$ cat src/rtl/color_fsm_driver_pkg.sv
// Shared types for the colour FSM driver: colour states, output codes,
// the no-op command and the controller state encoding.
package color_pkg;

  typedef enum logic [1:0] {
    BLUE     = 2'd0,
    RED      = 2'd1,
    HSV_IDLE = 2'd2
  } color_e;

  typedef enum logic [1:0] {
    C_IDLE  = 2'd0,
    C_DRIVE = 2'd1,
    C_CHECK = 2'd2,
    C_DONE  = 2'd3
  } ctrl_e;

  localparam logic [1:0] CODE_BLUE = 2'h1;
  localparam logic [1:0] CODE_RED  = 2'h2;
  localparam logic [1:0] CODE_HSV  = 2'h2;
  localparam logic [1:0] CMD_NOP   = 2'h3;

  // Next hop toward tgt; Blue<->HSV_idle always routes through Red.
  function automatic logic [1:0] path_cmd(input logic [1:0] cur, input logic [1:0] tgt);
    case (cur)
      BLUE:     path_cmd = 2'h1;
      RED:      path_cmd = (tgt == BLUE) ? 2'h1 : 2'h2;
      HSV_IDLE: path_cmd = 2'h0;
      default:  path_cmd = CMD_NOP;
    endcase
  endfunction

endpackage

$ cat src/rtl/color_fsm_driver_if.sv
// Request / command / observation bundle between a requester, the driver
// and the colour FSM it steers.
interface color_fsm_driver_if;
  logic       req_valid;
  logic [1:0] req_target;
  logic       req_ready;
  logic [1:0] cmd;
  logic [1:0] obs_code;
  logic [1:0] shadow_state;
  logic       done;
  logic       error;

  modport master (
    output req_valid, req_target, obs_code,
    input  req_ready, cmd, shadow_state, done, error
  );

  modport slave (
    input  req_valid, req_target, obs_code,
    output req_ready, cmd, shadow_state, done, error
  );
endinterface

$ cat src/rtl/color_fsm_driver_model.sv
// Combinational copy of the colour FSM: next state and expected output
// code for a given state and command.
module color_fsm_model
  import color_pkg::*;
(
  input  logic [1:0] state,
  input  logic [1:0] cmd,
  output logic [1:0] next_state,
  output logic [1:0] exp_code
);

  always_comb begin
    next_state = state;
    case (state)
      BLUE:     if (cmd == 2'h1) next_state = RED;
      RED: begin
        case (cmd)
          2'h0:    next_state = RED;
          2'h1:    next_state = BLUE;
          2'h2:    next_state = HSV_IDLE;
          default: next_state = RED;
        endcase
      end
      HSV_IDLE: if (cmd == 2'h0) next_state = RED;
      default:  next_state = state;
    endcase
  end

  always_comb begin
    case (state)
      BLUE:    exp_code = CODE_BLUE;
      RED:     exp_code = CODE_RED;
      default: exp_code = CODE_HSV;
    endcase
  end

endmodule

$ cat src/rtl/color_fsm_driver.sv
// Steers an external colour FSM to a requested state one hop at a time,
// tracking it with a shadow copy. COLOR_DRV_CHECK_EN enables obs_code checking.
module color_fsm_driver
  import color_pkg::*;
(
  input  logic               clk,
  input  logic               rst,
  color_fsm_driver_if.slave  bus
);

  ctrl_e      state;
  logic [1:0] shadow;
  logic [1:0] target;
  logic [1:0] nxt_color;
  logic [1:0] exp_code;
  logic       mismatch;
  logic       accept;

  assign accept           = (state == C_IDLE) && bus.req_valid;
  assign bus.req_ready    = (state == C_IDLE);
  assign bus.done         = (state == C_DONE);
  assign bus.cmd          = (state == C_DRIVE) ? path_cmd(shadow, target) : CMD_NOP;
  assign bus.shadow_state = shadow;

  color_fsm_model u_model (
    .state      (shadow),
    .cmd        (bus.cmd),
    .next_state (nxt_color),
    .exp_code   (exp_code)
  );

`ifdef COLOR_DRV_CHECK_EN
  logic err;
  assign mismatch  = (bus.obs_code != exp_code);
  assign bus.error = err;

  always_ff @(posedge clk) begin
    if (rst)                                err <= 1'b0;
    else if (accept)                        err <= 1'b0;
    else if (state == C_CHECK && mismatch)  err <= 1'b1;
  end
`else
  logic unused_obs;
  assign unused_obs = ^{bus.obs_code, exp_code};
  assign mismatch   = 1'b0;
  assign bus.error  = 1'b0;
`endif

  always_ff @(posedge clk) begin
    if (rst) begin
      state  <= C_IDLE;
      shadow <= RED;
      target <= RED;
    end else begin
      case (state)
        C_IDLE: if (accept) begin
          target <= bus.req_target;
          state  <= (bus.req_target == shadow || bus.req_target == 2'h3) ? C_DONE : C_DRIVE;
        end
        C_DRIVE: begin
          shadow <= nxt_color;
          state  <= C_CHECK;
        end
        C_CHECK: begin
          if (mismatch || shadow == target) state <= C_DONE;
          else                              state <= C_DRIVE;
        end
        default: state <= C_IDLE;
      endcase
    end
  end

endmodule

$ cat src/flat_wrapper.sv
// flat-port wrapper written by rule: the top's interface ports become plain ports
module color_fsm_driver_flat import color_pkg::*;
  (clk, rst, bus_req_valid, bus_req_target, bus_obs_code, bus_req_ready, bus_cmd, bus_shadow_state, bus_done, bus_error);
  color_fsm_driver_if bus_i ();
  input  logic clk;
  input  logic rst;
  input wire logic [$bits(bus_i.req_valid)-1:0] bus_req_valid;
  input wire logic [$bits(bus_i.req_target)-1:0] bus_req_target;
  input wire logic [$bits(bus_i.obs_code)-1:0] bus_obs_code;
  output wire logic [$bits(bus_i.req_ready)-1:0] bus_req_ready;
  output wire logic [$bits(bus_i.cmd)-1:0] bus_cmd;
  output wire logic [$bits(bus_i.shadow_state)-1:0] bus_shadow_state;
  output wire logic [$bits(bus_i.done)-1:0] bus_done;
  output wire logic [$bits(bus_i.error)-1:0] bus_error;
  assign bus_i.req_valid = bus_req_valid;
  assign bus_i.req_target = bus_req_target;
  assign bus_i.obs_code = bus_obs_code;
  assign bus_req_ready = bus_i.req_ready;
  assign bus_cmd = bus_i.cmd;
  assign bus_shadow_state = bus_i.shadow_state;
  assign bus_done = bus_i.done;
  assign bus_error = bus_i.error;
  color_fsm_driver u_core (.clk(clk), .rst(rst), .bus(bus_i));
endmodule
$ cat config.mk
export PLATFORM = sky130hd
export DESIGN_NAME = color_fsm_driver_flat
export DESIGN_NICKNAME = d
export VERILOG_FILES = /design/src/rtl/color_fsm_driver_pkg.sv /design/src/rtl/color_fsm_driver_if.sv /design/src/rtl/color_fsm_driver_model.sv /design/src/rtl/color_fsm_driver.sv /design/src/flat_wrapper.sv
export SDC_FILE = /design/constraint.sdc
export NUM_CORES = 1
export LEC_CHECK = 0
export BUFFER_PORTS_ARGS = -buffer_cell sky130_fd_sc_hd__clkbuf_2
export CAP_MARGIN = 20
export CORE_UTILIZATION = 30
export DETAILED_ROUTE_END_ITERATION = 6
export GPL_ROUTABILITY_DRIVEN = 0
export PLACE_DENSITY = 0.49
export SLEW_MARGIN = 15
export SYNTH_ARGS = -nofsm -noshare
export SYNTH_HDL_FRONTEND = slang
export SYNTH_SLANG_ARGS = --single-unit
$ cat constraint.sdc
create_clock -name clk -period 2.6 [get_ports clk]
set_clock_uncertainty 0.2 [all_clocks]
set_input_delay 0.39 -clock clk [delete_from_list [all_inputs] [get_ports clk]]
set_output_delay 0.39 -clock clk [all_outputs]
set_load 0.005 [all_outputs]
==> flow_metrics.tcl <==
set metrics [dict create \
    status "complete, no violations" \
    critPathMaxFanout 10 \
    grt.busiest_layer "met1" \
    grtUsageMet3_pct 10.0 \
    core_um2 1330 \
    grt_usage_pct 12.8 \
    cts_resized 0 \
    cp.arrival_ps 1890 \
    cts_setup_buffers 0 \
    finalHoldViolCount 0 \
    fmax_ghz 0.509 \
    mostFrequentLayoutCells "clkbuf_2, dfxtp_1, nor2_1, nor2b_1" \
    stdcell_area_um2 515 \
    period_share_pct 75.5 \
    regArea_um2 120 \
    die_h_um 40.5 \
    cts_root_buffer "clkbuf_4" \
    ys_types 29 \
    syn2layout_area_growth_pct 15.7 \
    clock_latency_ps 240 \
    via_count 362 \
    synth_top_area_share_pct 27.0 \
    grt_first_pass_wirelength_um 1280 \
    grt_antenna_before_repair 0 \
    via_per_inst 4.76 \
    fin_tns_setup_ps 0 \
    core.rowCount 13 \
    fp.dieW_um 40.5 \
    hold_class "in2reg" \
    start_util_pct 33.4 \
    power.leakage_nw 0.220 \
    dr.first_iter.drc_count 7 \
    dp_hpwl_um 604 \
    multi_input_area_um2 297 \
    p_per_area_nw_per_um2 565 \
    grt_start_max_net_pins 12 \
    gr-total-overflow 0 \
    layout_min_cycle_time_ps 1960 \
    clock-sinks 6 \
    maxCapViolations 0 \
    end_kind "flop" \
    cts_max_level 1 \
    routed_wl_um 788 \
    antennaDiodeCount 0 \
    slew_viol_final 0 \
    drc_errors 0 \
    synthCells 52 \
    path_cells "nor3b_1 -> o21ai_0 -> ha_1 -> mux2i_1 -> nor3_1 -> a211o_1" \
    grt.met2_usage_pct 15.9 \
    synth_seq_cells 6 \
    ctsHoldBuffers 0 \
    syn_area_per_cell_um2 8.57 \
    slowest_delay_ps 520 \
    crit_required_ps 2530 \
    cts_buffer_depth 2 \
    r2r_cells 6 \
    setup_viol 0 \
    yosys_warnings 0 \
    synth-edff-count 0 \
    fillers 143 \
    rrSetupSlack_ps 640 \
    synth_area_um2 445 \
    critical_path_class "reg2reg" \
    hold_depth 2 \
    ys.flop_type "dfxtp_1" \
    met1_usage_pct 17.0 \
    fp.dieArea_um2 1640 \
    rsz0062_at_grt "no" \
    layout_commonest_cell "clkbuf_2" \
    wl_per_cell_um 10.4 \
    clk_pin_slew_ps 40 \
    slowest_stage "dfxtp_1" \
    numCtsBuffers 3 \
    synth_seq_area_share_pct 27.0 \
    startpoint_type "flop" \
    cts_tree "built" \
    num_io_pins 14 \
    dr.pass1.iters 4 \
    ir_worst_vdd_mv 0.230 \
    io_buffers 10 \
    synth.area.top_cells "dfxtp_1, ha_1, nor2b_1" \
    synth-async-reset-ratio_pct 0 \
    grt_pass1_vias 297 \
    ant_nets 0 \
    yosysTopAreaCell "dfxtp_1" \
    power_mw 0.291 \
    drive_gt1_share_pct 27.9 \
    synth.net_count 62 \
    fin_nets 73 \
    place_area_um2 493 \
]
cells in the mapped netlist, types with 2 or more instances:
cell type and number:
dfxtp_1 6, nor2_1 4, nor2b_1 4, ha_1 3, o21ai_0 3, a211o_1 2, buf_2 2, inv_1 2
mux2i_1 2, nor3_1 2, nor3b_1 2, o21bai_1 2, xor2_1 2
path summary, 6_finish.rpt:
kind / from / endpoint
worst max-delay path: u_core.bus.shadow_state[0]$_SDFFE_PP1P_ / u_core.bus.shadow_state[0]$_SDFFE_PP1P_
worst min-delay path: bus_req_target[0] / u_core.target[0]$_SDFFE_PP1P_
worst max register to register: u_core.bus.shadow_state[0]$_SDFFE_PP1P_ / u_core.bus.shadow_state[0]$_SDFFE_PP1P_
worst min register to register: u_core.target[1]$_SDFFE_PP0P_ / u_core.target[1]$_SDFFE_PP0P_
kinds of logic (layout without fill, tap and decap cells):
logic type | after synthesis | after routing | synth area share (%)
adders and majority gates | 3 | 3 | 8.43
muxes | 2 | 2 | 4.49
AOI/OAI and AO/OA | 12 | 12 | 19.1
buffers and inverters | 6 | 15 | 6.46
other | 1 | 1 | 0.842
xor gates and xnor gates | 2 | 2 | 3.93
DFF | 6 | 6 | 27.0
and+or+nand+nor | 20 | 20 | 29.8
area by class of cell:
class / count / area share (%)
flip-flops and latches: 6 / 23.3
repair buffers: 10 / 9.71
inverters: 2 / 1.46
well taps: 15 / 3.64
multi-input cells: 40 / 57.5
clock buffers: 3 / 4.37
worst max-delay path: cells and delay by family (launching register included):
| family | cells | cell delay (ps) |
|---|---|---|
| flip-flops | 1 | 520 |
| AO/OA/AOI/OAI | 2 | 430 |
| AND/OR/NAND/NOR | 2 | 360 |
| adder cells (fa/ha/maj) | 1 | 210 |
| multiplexers | 1 | 120 |
per-stage QoR:
step / util [%] / worst slack [ps] / hold WS [ps] / std cells
3_5_place_dp: 37.0 / 661 / 364 / 73
5_1_grt: 38.6 / 553 / 171 / 76
4_1_cts: 38.6 / 645 / 171 / 76
3_3_place_gp: 37.0 / 649 / 359 / 73
2_1_floorplan: - / 769 / 308 / 52
6_report: 38.6 / 636 / 174 / 76
routing by layer:
layer / up-vias / share of wire, %
met2: 13 / 39
met4: 0 / 0
met1: 153 / 53
met3: 0 / 8.2
met5: - / 0
li1: 196 / -
power breakdown:
group | switching, mW | total, mW | internal [mW] | leakage [nW]
Sequential | 0.0240 | 0.128 | 0.104 | 0.0495
Combinational | 0.0332 | 0.0776 | 0.0444 | 0.157
Clock | 0.0330 | 0.0851 | 0.0522 | 0.0138
Total | 0.0902 | 0.291 | 0.201 | 0.220
state kept, by name (all words and copies together) (netlist names):
signal and count:
u_core.target 2, u_core.state 2, u_core.bus.shadow_state 2
Note: power is estimated with default switching activity, not from simulation.
